**src/rtl/serial_pattern_matcher_pkg.sv**
```systemverilog
// Shared types and default sizes for the serial pattern matcher.
package serial_pattern_pkg;

    typedef enum logic [1:0] {
        IDLE = 2'd0,
        FILL = 2'd1,
        HUNT = 2'd2
    } state_t;

    localparam int DEF_PAT_W = 8;
    localparam int DEF_CNT_W = 8;

endpackage

```
**src/rtl/serial_pattern_matcher_if.sv**
```systemverilog
// Control/data bundle for serial_pattern_matcher; mask_in exists only with PATTERN_MASK_EN.
interface serial_pattern_matcher_if #(
    parameter int PAT_W = serial_pattern_pkg::DEF_PAT_W,
    parameter int CNT_W = serial_pattern_pkg::DEF_CNT_W
);
    // No backpressure: enable qualifies serial_in for exactly one bit per cycle,
    // load is a one-cycle command, match is a one-cycle registered pulse.
    logic             load;
    logic [PAT_W-1:0] pattern_in;
`ifdef PATTERN_MASK_EN
    logic [PAT_W-1:0] mask_in;
`endif
    logic             enable;
    logic             serial_in;
    logic             overlap;
    logic             match;
    logic [CNT_W-1:0] match_count;
    logic             armed;

    modport master (
        output load, pattern_in,
`ifdef PATTERN_MASK_EN
        output mask_in,
`endif
        output enable, serial_in, overlap,
        input  match, match_count, armed
    );

    modport slave (
        input  load, pattern_in,
`ifdef PATTERN_MASK_EN
        input  mask_in,
`endif
        input  enable, serial_in, overlap,
        output match, match_count, armed
    );
endinterface

```
**src/rtl/serial_pattern_matcher_sat_counter.sv**
```systemverilog
// Saturating up-counter with synchronous clear; clear wins over increment.
module sat_counter #(
    parameter int CNT_W = 8
) (
    input  logic             clk,
    input  logic             reset_n,
    input  logic             inc,
    input  logic             clr,
    output logic [CNT_W-1:0] count
);
    localparam logic [CNT_W-1:0] MAX_VAL = '1;

    always_ff @(posedge clk or negedge reset_n) begin
        if (!reset_n) begin
            count <= '0;
        end else if (clr) begin
            count <= '0;
        end else if (inc && (count != MAX_VAL)) begin
            count <= count + 1'b1;
        end
    end
endmodule

```
**src/rtl/serial_pattern_matcher.sv**
```systemverilog
// Serial bit-pattern detector with fill qualification, overlap mode and saturating match count.
// Optional don't-care mask enabled by defining PATTERN_MASK_EN.
module serial_pattern_matcher
    import serial_pattern_pkg::*;
#(
    parameter int PAT_W = DEF_PAT_W,
    parameter int CNT_W = DEF_CNT_W
) (
    input  logic                      clk,
    input  logic                      reset_n,
    serial_pattern_matcher_if.slave   bus,
    output state_t                    dbg_state
);
    localparam int FILL_W = $clog2(PAT_W);
    localparam logic [FILL_W-1:0] LAST_FILL = FILL_W'(PAT_W - 1);

    state_t            state_q;
    logic [PAT_W-1:0]  shift_q;
    logic [PAT_W-1:0]  pattern_q;
    logic [PAT_W-1:0]  cmp_mask;
    logic [PAT_W-1:0]  next_shift;
    logic [FILL_W-1:0] fill_q;
    logic              match_q;
    logic              armed_q;
    logic              shift_en;
    logic              complete;
    logic              hit;
    logic              lsb_unused;
    logic [CNT_W-1:0]  count_w;

`ifdef PATTERN_MASK_EN
    logic [PAT_W-1:0]  mask_q;
    assign cmp_mask = mask_q;
`else
    assign cmp_mask = '1;
`endif

    // The oldest bit falls off the LSB; it is never compared again.
    assign lsb_unused = shift_q[0];
    assign next_shift = {bus.serial_in, shift_q[PAT_W-1:1]};
    assign shift_en   = bus.enable && !bus.load && (state_q != IDLE);
    assign complete   = (state_q == HUNT) || ((state_q == FILL) && (fill_q == LAST_FILL));
    assign hit        = shift_en && complete && (((next_shift ^ pattern_q) & cmp_mask) == '0);

    always_ff @(posedge clk or negedge reset_n) begin
        if (!reset_n) begin
            state_q   <= IDLE;
            shift_q   <= '0;
            pattern_q <= '0;
            fill_q    <= '0;
            match_q   <= 1'b0;
            armed_q   <= 1'b0;
`ifdef PATTERN_MASK_EN
            mask_q    <= '0;
`endif
        end else begin
            match_q <= 1'b0;
            if (bus.load) begin
                pattern_q <= bus.pattern_in;
`ifdef PATTERN_MASK_EN
                mask_q    <= bus.mask_in;
`endif
                shift_q   <= '0;
                fill_q    <= '0;
                state_q   <= FILL;
                armed_q   <= 1'b0;
            end else if (shift_en) begin
                shift_q <= next_shift;
                match_q <= hit;
                // Non-overlapping mode demands PAT_W fresh bits after every match.
                if (hit && !bus.overlap) begin
                    fill_q  <= '0;
                    state_q <= FILL;
                    armed_q <= 1'b0;
                end else if (complete) begin
                    state_q <= HUNT;
                    armed_q <= 1'b1;
                end else begin
                    fill_q <= fill_q + 1'b1;
                end
            end
        end
    end

    sat_counter #(.CNT_W(CNT_W)) u_match_count (
        .clk     (clk),
        .reset_n (reset_n),
        .inc     (hit),
        .clr     (bus.load),
        .count   (count_w)
    );

    assign bus.match       = match_q;
    assign bus.armed       = armed_q;
    assign bus.match_count = count_w;
    assign dbg_state       = state_q;
endmodule

```
**src/flat_wrapper.sv**
```systemverilog
// flat-port wrapper written by rule: the top's interface ports become plain ports
module serial_pattern_matcher_flat import serial_pattern_pkg::*;
#(
    parameter int PAT_W = DEF_PAT_W,
    parameter int CNT_W = DEF_CNT_W
)
  (clk, reset_n, dbg_state, bus_load, bus_pattern_in, bus_enable, bus_serial_in, bus_overlap, bus_match, bus_match_count, bus_armed);
  serial_pattern_matcher_if #(.PAT_W(PAT_W), .CNT_W(CNT_W)) bus_i ();
  input  logic clk;
  input  logic reset_n;
  output state_t dbg_state;
  input wire logic [$bits(bus_i.load)-1:0] bus_load;
  input wire logic [$bits(bus_i.pattern_in)-1:0] bus_pattern_in;
  input wire logic [$bits(bus_i.enable)-1:0] bus_enable;
  input wire logic [$bits(bus_i.serial_in)-1:0] bus_serial_in;
  input wire logic [$bits(bus_i.overlap)-1:0] bus_overlap;
  output wire logic [$bits(bus_i.match)-1:0] bus_match;
  output wire logic [$bits(bus_i.match_count)-1:0] bus_match_count;
  output wire logic [$bits(bus_i.armed)-1:0] bus_armed;
  assign bus_i.load = bus_load;
  assign bus_i.pattern_in = bus_pattern_in;
  assign bus_i.enable = bus_enable;
  assign bus_i.serial_in = bus_serial_in;
  assign bus_i.overlap = bus_overlap;
  assign bus_match = bus_i.match;
  assign bus_match_count = bus_i.match_count;
  assign bus_armed = bus_i.armed;
  serial_pattern_matcher #(.PAT_W(PAT_W), .CNT_W(CNT_W)) u_core (.clk(clk), .reset_n(reset_n), .bus(bus_i), .dbg_state(dbg_state));
endmodule
```
**config.mk**
```make
export PLATFORM = sky130hd
export DESIGN_NAME = serial_pattern_matcher_flat
export DESIGN_NICKNAME = d
export VERILOG_FILES = /design/src/rtl/serial_pattern_matcher_pkg.sv /design/src/rtl/serial_pattern_matcher_if.sv /design/src/rtl/serial_pattern_matcher_sat_counter.sv /design/src/rtl/serial_pattern_matcher.sv /design/src/flat_wrapper.sv
export SDC_FILE = /design/constraint.sdc
export NUM_CORES = 1
export LEC_CHECK = 0
export CELL_PAD_IN_SITES_DETAIL_PLACEMENT = 1
export CELL_PAD_IN_SITES_GLOBAL_PLACEMENT = 2
export CORE_AREA = 2 2 80 59
export CTS_BUF_LIST = sky130_fd_sc_hd__clkbuf_4
export CTS_CLUSTER_DIAMETER = 100
export DETAILED_ROUTE_END_ITERATION = 6
export DIE_AREA = 0 0 82 61
export PLACE_DENSITY_LB_ADDON = 0.05
export SETUP_SLACK_MARGIN = 0.2
export SYNTH_ARGS = -nofsm -noshare
export SYNTH_HDL_FRONTEND = slang
export SYNTH_SLANG_ARGS = --single-unit
```
**constraint.sdc**
```tcl
create_clock -name clk -period 5.2 [get_ports clk]
set_clock_uncertainty 0.2 [all_clocks]
set_input_delay 1.04 -clock clk [delete_from_list [all_inputs] [get_ports clk]]
set_output_delay 1.04 -clock clk [all_outputs]
set_load 0.01 [all_outputs]
```
== After elaboration in Yosys (flattened, before gate mapping) ==
Cells that the tools add are included.
Storage, ports and cells
  memory bits (read-only): 0
  input bits: 14
  memories: 0
  memory bits (writable): 0
  word-level logic and storage cells: 50
  latch bits: 0
  register bits after elaboration: 31
  output and inout port bits: 12
Cells by class
  divide/modulo/power cells: 0
  add/subtract/negate cells: 2
  shifts and indexed selects: 0
  equal/unequal tests: 5
  reductions and logical operators: 17
  multiply operators: 0
  bitwise operators: 1
  magnitude comparators: 0
  mux-type cells: 18
Operators with widths (number)
  2-to-1 mux 8 bit: 4
  2-to-1 mux 3 bit: 4
  adder 8 x 1 -> 8 bit (second input constant): 1
  logical NOT 8 bit: 1
  2-to-1 mux 2 bit: 4
  != test 8 bit (second input constant): 1
  bitwise XOR 8 bit: 1
  logical AND 1 bit: 7
  2-to-1 mux 1 bit: 6
  nonzero test 2 bit: 3
  AND reduction 2 bit: 2
  adder 3 x 1 -> 3 bit (second input constant): 1
  == test 3 bit (second input constant): 1
  != test 3 bit (second input constant): 1
  nonzero test 3 bit: 1
  == test 2 x 1 -> 1 bit (second input constant): 1
  == test 2 bit (second input constant): 1
  logical NOT 1 bit: 2
  logical OR 1 bit: 1

== Depth between registers and ports, before layout ==
Gate-level depths: netlist (run 1).
  word-level depth: 9
  depth in mapped cells: 8
  mapped depth without buffers: 7

== By module ==
A second synthesis (run 1) with hierarchy kept.
Unflattened totals
  cells, all modules: 148
  area, all modules: 1498.9 sq um
Modules (own cells, without submodules)
  serial_pattern_matcher: cells an instance 99, seq. area each 525.5 sq um, instances 1, area an instance 1034.7 sq um
  sat_counter: cells an instance 49, seq. area each 200.2 sq um, instances 1, area an instance 464.2 sq um

== Worst setup path before layout (run 1) ==
Ideal clock, no wire load.
  path kind: input -> register
  from: in bus_load
  to: reg u_core.u_match_count.count[5]
  cell stages on the path: 4
  path slack: 2.877 ns
  arrival: 2.045 ns
  cells stage by stage: a2111oi_4 > nand4_2 > or3_1 > a21oi_1
On the way
  longest elaborated chain between the ends: 7
  elaborated cells on any way between the ends: 8
  classes of those cells: mux: 1; reduce/logical: 7
RTL lines
  start: declaration: RTL line flat_wrapper.sv:12  | input wire logic [$bits(bus_i.load)-1:0] bus_load;
  logical NOT 1 bit: RTL line serial_pattern_matcher.sv:41  | assign shift_en = bus.enable && !bus.load && (state_q != IDLE);
  logical AND 1 bit (2 in a row): RTL line serial_pattern_matcher.sv:41
  logical AND 1 bit (2 in a row): RTL line serial_pattern_matcher.sv:43  | assign hit = shift_en && complete && (((next_shift ^ pattern_q) & cmp_mask) == '0);
  logical AND 1 bit: RTL line serial_pattern_matcher_sat_counter.sv:18  | end else if (inc && (count != MAX_VAL)) begin
  nonzero test 2 bit (no line)
  end signal: assignment: RTL line serial_pattern_matcher_sat_counter.sv:19  | count <= count + 1'b1;
  end: declaration: RTL line serial_pattern_matcher_sat_counter.sv:9  | output logic [CNT_W-1:0] count
Parallel ways exist; a longest one is shown, timed or not.
A chain may end at the register's enable or synchronous reset.

== Worst setup path in the final report (run 1) ==
  from: in bus_load
  to: reg u_core.armed_q, in the netlist u_core.bus.armed
On the way
  longest elaborated chain between the ends: 9
  elaborated cells on any way between the ends: 12
  classes of those cells: mux: 3; reduce/logical: 9
RTL lines
  logical NOT 1 bit: RTL line serial_pattern_matcher.sv:41
  logical AND 1 bit (2 in a row): RTL line serial_pattern_matcher.sv:41
  logical AND 1 bit (2 in a row): RTL line serial_pattern_matcher.sv:43
  logical AND 1 bit: RTL line serial_pattern_matcher.sv:71  | if (hit && !bus.overlap) begin
  2-to-1 mux 1 bit: RTL line serial_pattern_matcher.sv:71
  2-to-1 mux 1 bit: RTL line serial_pattern_matcher.sv:67  | end else if (shift_en) begin
  2-to-1 mux 1 bit: RTL line serial_pattern_matcher.sv:58  | if (bus.load) begin
  end signal: assignment: RTL line serial_pattern_matcher.sv:66  | armed_q <= 1'b0;
  end signal: assignment: RTL line serial_pattern_matcher.sv:74  | armed_q <= 1'b0;
  end signal: assignment: RTL line serial_pattern_matcher.sv:77  | armed_q <= 1'b1;
  end: declaration: RTL line serial_pattern_matcher.sv:24  | logic armed_q;
Parallel ways exist; a longest one is shown, timed or not. The select of a mux whose other input is x is not followed.

==> out/qor.yml, run 1 <==
peakVddDrop_uv: 142
core_um2: 4200
die_y_um: 61
cp_slowest_cell: "a2111oi_4"
syn_inst: 126
cp.arrival_ns: 2.88
grt_start_max_net_pins: 30
yosys.area.top_type_share_pct: 50.7
preCtsSetupSlack_ns: 1.99
areaGrowthSynthToFinish_pct: 25.3
start_util_pct: 34.0
fill_cells: 473
cts_sinks: 29
rows: 20
path_class: "in2reg"
h-tree-depth: 2
place_area_um2: 1740
gr-usage-all-layers_pct: 15.3
nNetsFinal: 171
final_cells: 210
maxSlewViolCount: 0
insertion_delay_ns: 0.33
path_max_fanout: 29
drive_gt1_share_pct: 14.2
crit_chain: "clkdlybuf4s50_1, buf_4, a2111oi_4, and3_1, and2b_1, nor3_1"
die-width_um: 82
tightest_slew_ns: 0.853
antenna_found_initial: 0
path_delay_family: "simple AND/OR/NAND/NOR gates"
ys_types: 35
total_power_uw: 424
drt_iter0_markers: 31
synth_area_leader_cell: "dfrtp_1"
routed_wl_um: 3170
vias_per_cell: 5.07
synth_nets: 143
cts.clk_slew.worst_paths_ns: 0.10
dieArea_um2: 5000
cts_buffer_depth: 2
cts_buffers: 5
fin_area_um2: 1790
setup_viol: 0
grt_setup_unrepaired: "false"
first_global_vias: 1190
p_per_area_nw_per_um2: 237
required_ns: 5.22
cp-end-kind: "register"
cts_tree: "yes"
cp_slowest_stage_delay_ns: 0.50
netlist_area_um2: 1430
post_cts_buffers: 0
multi_input_area_um2: 671
gp_congestion: 0.735
synth_area_per_cell_um2: 11.4
wl_per_cell_um: 15.1
critPathLaunchType: "input port"
yosys_warnings: 0
p_leak_nw: 0.802
cts_root_buffer: "clkbuf_4"
max_freq_mhz: 350
yosysSeqAreaShare_pct: 50.7
synth.area.top_cells: "dfrtp_1 51%, mux2i_1 7.0%, xor2_1 6.7%"
min_period_ns: 2.86
synth-async-reset-ratio_pct: 100
dr.pass1.iters: 4
holdCritPathClass: "reg2reg"
yosys_register_bits: 29
max_slew_margin_pct: 42.8
hold_viol: 0
io_pins: 26
period_share_pct: 55.0
cp.buffers_inverters: 2
setup_ws_ns: 2.34
via_count: 1064
regArea_um2: 726
grt_first_pass_wirelength_um: 5590
ctsResizeCount: 0
dominantRegCellSynth: "dfrtp_1"
synth_edf_count: 0
outcome: "finished clean"
ant_nets: 0
grt_overflow: 0
dp.cells: 202
drc: 0
setup_tns_ns: 0
drv_cap: 0
cts_hold_buf: 0
post-dp-hpwl_um: 2190
num_antenna_cells: 0
port_buffers: 25
==> stage by stage <==
| stage | utilization [%] | hold WS, ns |
|---|---|---|
| finish | 42.6 | 0.340 |
| detailed placement | 41.3 | 0.323 |
| CTS | 42.6 | 0.346 |
| floorplan | - | 0.301 |
| global route | 42.6 | 0.366 |
| global placement | 41.3 | 0.314 |
==> area by class of cell <==
type / count / share of cell area (%)
Clock inverter: 3 / 0.977
Tap cell: 55 / 3.84
Timing Repair Buffer: 27 / 14.8
Sequential cell: 29 / 40.5
Inverter: 2 / 0.419
Clock buffer: 5 / 2.09
Multi-Input combinational cell: 89 / 37.4
==> where the power goes <==
| part | total [mW] | leakage (nW) | internal, mW | switching, mW |
|---|---|---|---|---|
| Combinational | 0.0474 | 0.391 | 0.0243 | 0.0231 |
| Sequential | 0.241 | 0.379 | 0.234 | 0.00641 |
| Clock | 0.136 | 0.0310 | 0.0509 | 0.0854 |
| Total | 0.424 | 0.802 | 0.309 | 0.115 |
==> flip-flops by register name, indices dropped and copies added, names as in the netlist <==
signal,cells
u_core.bus.armed,1
u_core.pattern_q,8
u_core.bus.match,1
u_core.u_match_count.count,8
u_core.shift_q,7
u_core.fill_q,3
u_core.dbg_state,1
==> cells by family (layout without fill, tap and decap cells) <==
kind of cell / Yosys count / after routing / synth area share, %
simple gates: 43 / 43 / 16.7
flops: 29 / 29 / 50.7
mux: 18 / 18 / 13.3
compound gates: 13 / 13 / 6.91
xor+xnor: 12 / 12 / 7.34
buf+inv: 8 / 37 / 2.45
fa+ha+maj: 3 / 3 / 2.62
==> worst paths after layout <==
path                                startpoint                       endpoint  slack, ns  cells after the start
max                                   bus_load               u_core.bus.armed       2.34                      6
min                        u_core.pattern_q[4]            u_core.pattern_q[4]       0.34                      1
max reg2reg                   u_core.fill_q[0]               u_core.bus.armed       2.87                      7
min reg2reg                u_core.pattern_q[4]            u_core.pattern_q[4]       0.34                      1
max in group asynchronous              reset_n            u_core.pattern_q[5]       3.65                      2
min in group asynchronous              reset_n  u_core.u_match_count.count[4]       0.88                      2
==> routing by layer <==
metal | global-route usage [%] | wire length (µm) | share of wire, % | vias up
met3 | 4.32 | 163 | 5.1 | 7
met4 | 6.43 | 54 | 1.7 | 0
met1 | 20.6 | 1600 | 50 | 529
li1 | - | - | - | 504
met5 | 0 | 0 | 0 | -
met2 | 23.2 | 1350 | 43 | 24
==> worst reg2reg max path, stage by stage (launching register included) <==
cell and delay [ns]:
dfrtp_1 0.39, ha_1 0.15, ha_1 0.19, nand3b_1 0.13, a2111oi_4 0.46, and3_1 0.35, and2b_1 0.25, nor3_1 0.08
==> cell usage after synthesis (2+ instances only) <==
| library cell | n |
|---|---|
| dfrtp_1 | 29 |
| nor2_1 | 14 |
| xor2_1 | 11 |
| mux2i_1 | 10 |
| mux2_2 | 8 |
| a21oi_1 | 5 |
| nand2_1 | 5 |
| nor3_1 | 5 |
| clkbuf_1 | 3 |
| ha_1 | 3 |
| nand3_1 | 3 |
| nand4_1 | 3 |
| a31oi_1 | 2 |
| and3_1 | 2 |
| inv_1 | 2 |
| o21ai_0 | 2 |
==> cell usage in the layout (no fill, tap or decap), types with 3 or more instances in the layout <==
cell type	Yosys	layout
clkbuf_4	0	5
nand4_1	3	3
nor2_1	14	14
mux2_2	8	8
dfrtp_1	29	29
ha_1	3	3
nor3_1	5	5
nand3_1	3	3
a21oi_1	5	5
mux2i_1	10	10
clkdlybuf4s50_1	0	25
xor2_1	11	11
nand2_1	5	5
Note: power is estimated with default switching activity, not from simulation.
==> run 2: changes to the inputs <==
- clock period: 5.2 -> 2.9 ns (I/O delays scaled with it)
==> run 2 against run 1 <==
Effect of this change: die area stayed put; global-route usage hardly changed; count of clock-buffer cells in the layout is 1 higher; hold slack worse by 0.0028 ns; largest cell class unchanged; critical path type is now reg2reg; cell count is 0.48% lower; clock power is 71% higher; cell area is 0.35% lower.
==> out/qor.yml, run 2 (same netlist as run 1, synthesis figures left out) <==
outcome: "finished clean"
cts_root_buffer: "clkbuf_4"
post_cts_buffers: 0
final_cell_mix: "29 x dfrtp_1, 25 x clkdlybuf4s50_1, 14 x nor2_1"
insertion_delay_ns: 0.32
setup_viol: 0
wl_met2_um: 1440
p_per_area_nw_per_um2: 419
whs_endpoint: "u_core.pattern_q[7]"
holdPathStages: 1
required_ns: 2.89
setup_tns_ns: 0
holdCritPathClass: "reg2reg"
dr.pass1.iters: 3
cp_slowest_cell: "a2111oi_4"
cts_buffers: 5
ant_nets: 0
r2r-end: "u_core.bus.armed"
path_class: "reg2reg"
gr-usage-all-layers_pct: 15.3
grt_setup_unrepaired: "false"
gp_congestion: 0.745
cp_slowest_stage_delay_ns: 0.44
max_slew_margin_pct: 46.1
cts_hold_buf: 0
drv_cap: 0
path_delay_family: "simple AND/OR/NAND/NOR gates"
num_antenna_cells: 0
maxSlewViolCount: 0
r2r-start: "u_core.fill_q[0]"
cp.arrival_ns: 2.33
cts_buffer_depth: 2
first_global_vias: 1114
drt_iter0_markers: 31
cts.clk_slew.worst_paths_ns: 0.09
rows: 20
hold_viol: 0
ctsResizeCount: 0
critPathLaunchType: "register"
post-dp-hpwl_um: 2360
worstHoldStart: "u_core.pattern_q[7]"
drive_gt1_share_pct: 13.0
routed.top_layer: "met4"
crit_chain: "ha_1, ha_1, nand3b_1, a2111oi_4, and3_1, and2b_1, nor3_1"
port_buffers: 25
route.met3.wl_um: 143
cp.buffers_inverters: 0
die_y_um: 61
wl_per_cell_um: 15.6
grt_first_pass_wirelength_um: 5510
rrSetupSlack_ns: 0.57
areaGrowthSynthToFinish_pct: 24.8
h-tree-depth: 2
tightest_slew_ns: 0.803
cp-end-kind: "register"
routed_wl_um: 3270
largestRegisters: "u_core.pattern_q: 8 flops, u_core.u_match_count.count: 8 flops, u_core.shift_q: 7 flops"
grt_overflow: 0
io_pins: 26
wl_met1_um: 1630
grt_start_max_net_pins: 30
max_freq_mhz: 428
start_util_pct: 34.0
min_period_ns: 2.33
final_common_cell: "dfrtp_1"
peakVddDrop_uv: 163
cts_tree: "yes"
cp_common_cell: "ha_1"
antenna_found_initial: 0
via_count: 1048
p_leak_nw: 0.800
core_um2: 4200
worstRegToRegCells: 7
nNetsFinal: 171
cts_sinks: 29
period_share_pct: 80.5
final_cells: 209
vias_per_cell: 5.01
die-width_um: 82
dp.cells: 202
drc: 0
path_max_fanout: 6
dieArea_um2: 5000
[run 2: how the worst max path moves through the flow]
stage | depth (start not counted) | from | to | slack, ns
6_report | 7 | u_core.fill_q[0] | u_core.bus.armed | 0.57
5_1_grt | 7 | u_core.fill_q[0] | u_core.bus.armed | 0.42
2_1_floorplan | 8 | u_core.fill_q[0] | u_core.dbg_state[0] | 0.84
4_1_cts | 7 | u_core.fill_q[0] | u_core.bus.armed | 0.54
3_3_place_gp | 6 | bus_enable | u_core.fill_q[0] | 0.32
3_5_place_dp | 6 | bus_enable | u_core.bus.armed | 0.23
[run 2: metal layers]
metal  global-route usage (%)  vias to the layer above
li1                         -                      503
met1                     20.7                      516
met2                     23.1                       21
met3                     4.32                        8
met4                     6.43                        0
met5                        0                        -
[run 2: area by class of cell]
| class | count | area, µm² |
|---|---|---|
| clock inverter | 1 | 3.75 |
| multi-input combinational | 89 | 671 |
| sequential | 29 | 726 |
| tap | 55 | 68.8 |
| fill | 472 | 2420 |
| inverter | 2 | 7.51 |
| clock buffer | 6 | 45.0 |
| timing repair buffer | 27 | 265 |
[run 2: metrics by stage]
| stage | area [µm²] | hold slack (ns) | utilization (%) | setup slack (ns) | power [mW] |
|---|---|---|---|---|---|
| after floorplan | 1430 | 0.0844 | - | 0.843 | 0.484 |
| after detailed placement | 1740 | 0.325 | 41.3 | 0.226 | 0.527 |
| after global routing | 1790 | 0.372 | 42.5 | 0.416 | 0.792 |
| after global placement | 1740 | 0.318 | 41.3 | 0.315 | 0.522 |
| after CTS | 1790 | 0.345 | 42.5 | 0.541 | 0.764 |
| final | 1790 | 0.337 | 42.5 | 0.566 | 0.749 |
[run 2: power breakdown]
| part | internal [mW] | leakage [nW] | switching (mW) |
|---|---|---|---|
| combinational | 0.0435 | 0.391 | 0.0400 |
| sequential | 0.420 | 0.379 | 0.0124 |
| clock | 0.0972 | 0.0292 | 0.136 |
| total | 0.561 | 0.800 | 0.188 |
==> run 3: changes to the inputs <==
- clock period: 2.9 -> 2.3 ns (I/O delays scaled with it)
==> run 3 against run 2 <==
Effect of this change: setup slack got worse by 0.42 ns; core utilization increased by 2.7 points; clock power is 20% higher; count of clock-buffer cells in the layout fell by 1; via count up 3.2%; die area did not move; global-route usage is 0.11 points higher; maximum frequency grew 8.6%; flip-flop and latch count unchanged; cell area grew 6.4%.
==> out/qor.yml, run 3 (same netlist as run 1, synthesis figures left out) <==
drc: 0
post-dp-hpwl_um: 2350
final_cell_mix: "27 x dfrtp_1, 25 x clkdlybuf4s50_1, 14 x nor2_1"
cp.arrival_ns: 2.19
core_um2: 4200
drv_cap: 0
first_global_vias: 1170
outcome: "finished clean"
cp_slowest_stage_delay_ns: 0.40
cp.buffers_inverters: 0
peakVddDrop_uv: 284
vias_per_cell: 4.92
dp.cells: 209
whs_ns: 0.331
setup_viol: 0
cts_sinks: 29
min_period_ns: 2.15
critPathLaunchType: "register"
grt_overflow: 0
h-tree-depth: 2
multi_input_area_um2: 706
cp_slowest_cell: "a2111oi_4"
cts_buffers: 5
p_leak_nw: 0.842
insertion_delay_ns: 0.31
gp_congestion: 0.747
maxSlewViolCount: 0
setup_tns_ns: 0
p_per_area_nw_per_um2: 496
antenna_found_initial: 0
tightest_slew_ns: 0.372
crit_chain: "ha_2, ha_4, nand3b_1, a2111oi_4, nand4_2, or3_4, a21oi_2"
cts_hold_buf: 0
max_slew_margin_pct: 75.2
nNetsFinal: 181
cts_tree: "yes"
routed_wl_um: 3370
cts_root_buffer: "clkbuf_4"
start_util_pct: 34.0
fill_cells: 467
path_class: "reg2reg"
rows: 20
drt_iter0_markers: 26
grt_start_max_net_pins: 30
holdCritPathClass: "in2async"
cts.clk_slew.worst_paths_ns: 0.10
path_delay_family: "simple AND/OR/NAND/NOR gates"
cp-end-kind: "register"
via_count: 1082
regArea_um2: 728
final_common_cell: "dfrtp_1"
drive_gt1_share_pct: 23.6
io_pins: 26
required_ns: 2.34
port_buffers: 25
dieArea_um2: 5000
gr-usage-all-layers_pct: 15.4
hold_viol: 0
grt_first_pass_wirelength_um: 5610
final_cells: 220
dr.pass1.iters: 4
grt_setup_unrepaired: "true"
ant_nets: 0
period_share_pct: 93.4
max_freq_mhz: 465
areaGrowthSynthToFinish_pct: 32.8
die_y_um: 61
largestRegisters: "u_core.pattern_q: 8 flops, u_core.u_match_count.count: 8 flops, u_core.shift_q: 7 flops"
cts_buffer_depth: 2
die-width_um: 82
path_max_fanout: 3
utilization_pct: 45.2
num_antenna_cells: 0
wl_per_cell_um: 15.3
[run 3: cell types whose count changed in the layout (fill, tap and decap cells not counted), moves of 2 or more]
cell,previous run,this run
ha_1,3,1
buf_4,2,12
dfrtp_1,29,27
dfrtp_2,0,2
[run 3: metrics by stage]
stage,setup WS [ns],power (mW),instance area (µm²)
after global placement,-0.0791,0.666,1790
after floorplan,0.243,0.610,1430
final,0.151,0.944,1900
after detailed placement,-0.126,0.672,1790
after global routing,0.0353,0.998,1900
after CTS,0.128,0.959,1870
[run 3: worst paths after layout]
kind	slack, ns	from	end	cells past startpoint
max in group asynchronous	1.26	reset_n	u_core.dbg_state[0]	2
hold / removal	0.33	reset_n	u_core.shift_q[5]	2
setup / recovery	0.15	u_core.fill_q[0]	u_core.u_match_count.count[5]	7
hold reg to reg	0.34	u_core.pattern_q[6]	u_core.pattern_q[6]	1
setup reg to reg	0.15	u_core.fill_q[0]	u_core.u_match_count.count[5]	7
min in group clk	0.34	u_core.pattern_q[6]	u_core.pattern_q[6]	1
[run 3: report_power, final]
part | switching, mW | internal (mW)
logic | 0.0552 | 0.0641
registers | 0.0162 | 0.529
clock network | 0.168 | 0.110
total | 0.240 | 0.704
[run 3: cell type report]
type,count,share of cell area (%)
clock buffers,5,1.97
clock inverters,3,0.658
inverters,2,0.395
multi-input cells,89,37.1
flip-flops and latches,29,38.3
well taps,55,3.62
repair buffers,37,17.9
[run 3: repair_timing]
| action | CTS | global route |
|---|---|---|
| resized for setup | 6 | 6 |
| gates cloned | 0 | 0 |
| pin swaps | 2 | 5 |
| endpoints found under the setup margin | 13 | 18 |
| setup buffers | 1 | 2 |
[run 3: worst reg2reg max path: stages, from the launching register on]
cell	delay, ns
dfrtp_1	0.38
ha_2	0.20
ha_4	0.13
nand3b_1	0.11
a2111oi_4	0.40
nand4_2	0.18
or3_4	0.36
a21oi_2	0.14
[run 3: routing by layer]
metal	track usage, %	vias up	wire length, µm
li1	-	523	-
met1	21.1	539	1720
met2	23.8	18	1500
met3	4.76	2	132
met4	4.29	0	18
met5	0	-	0
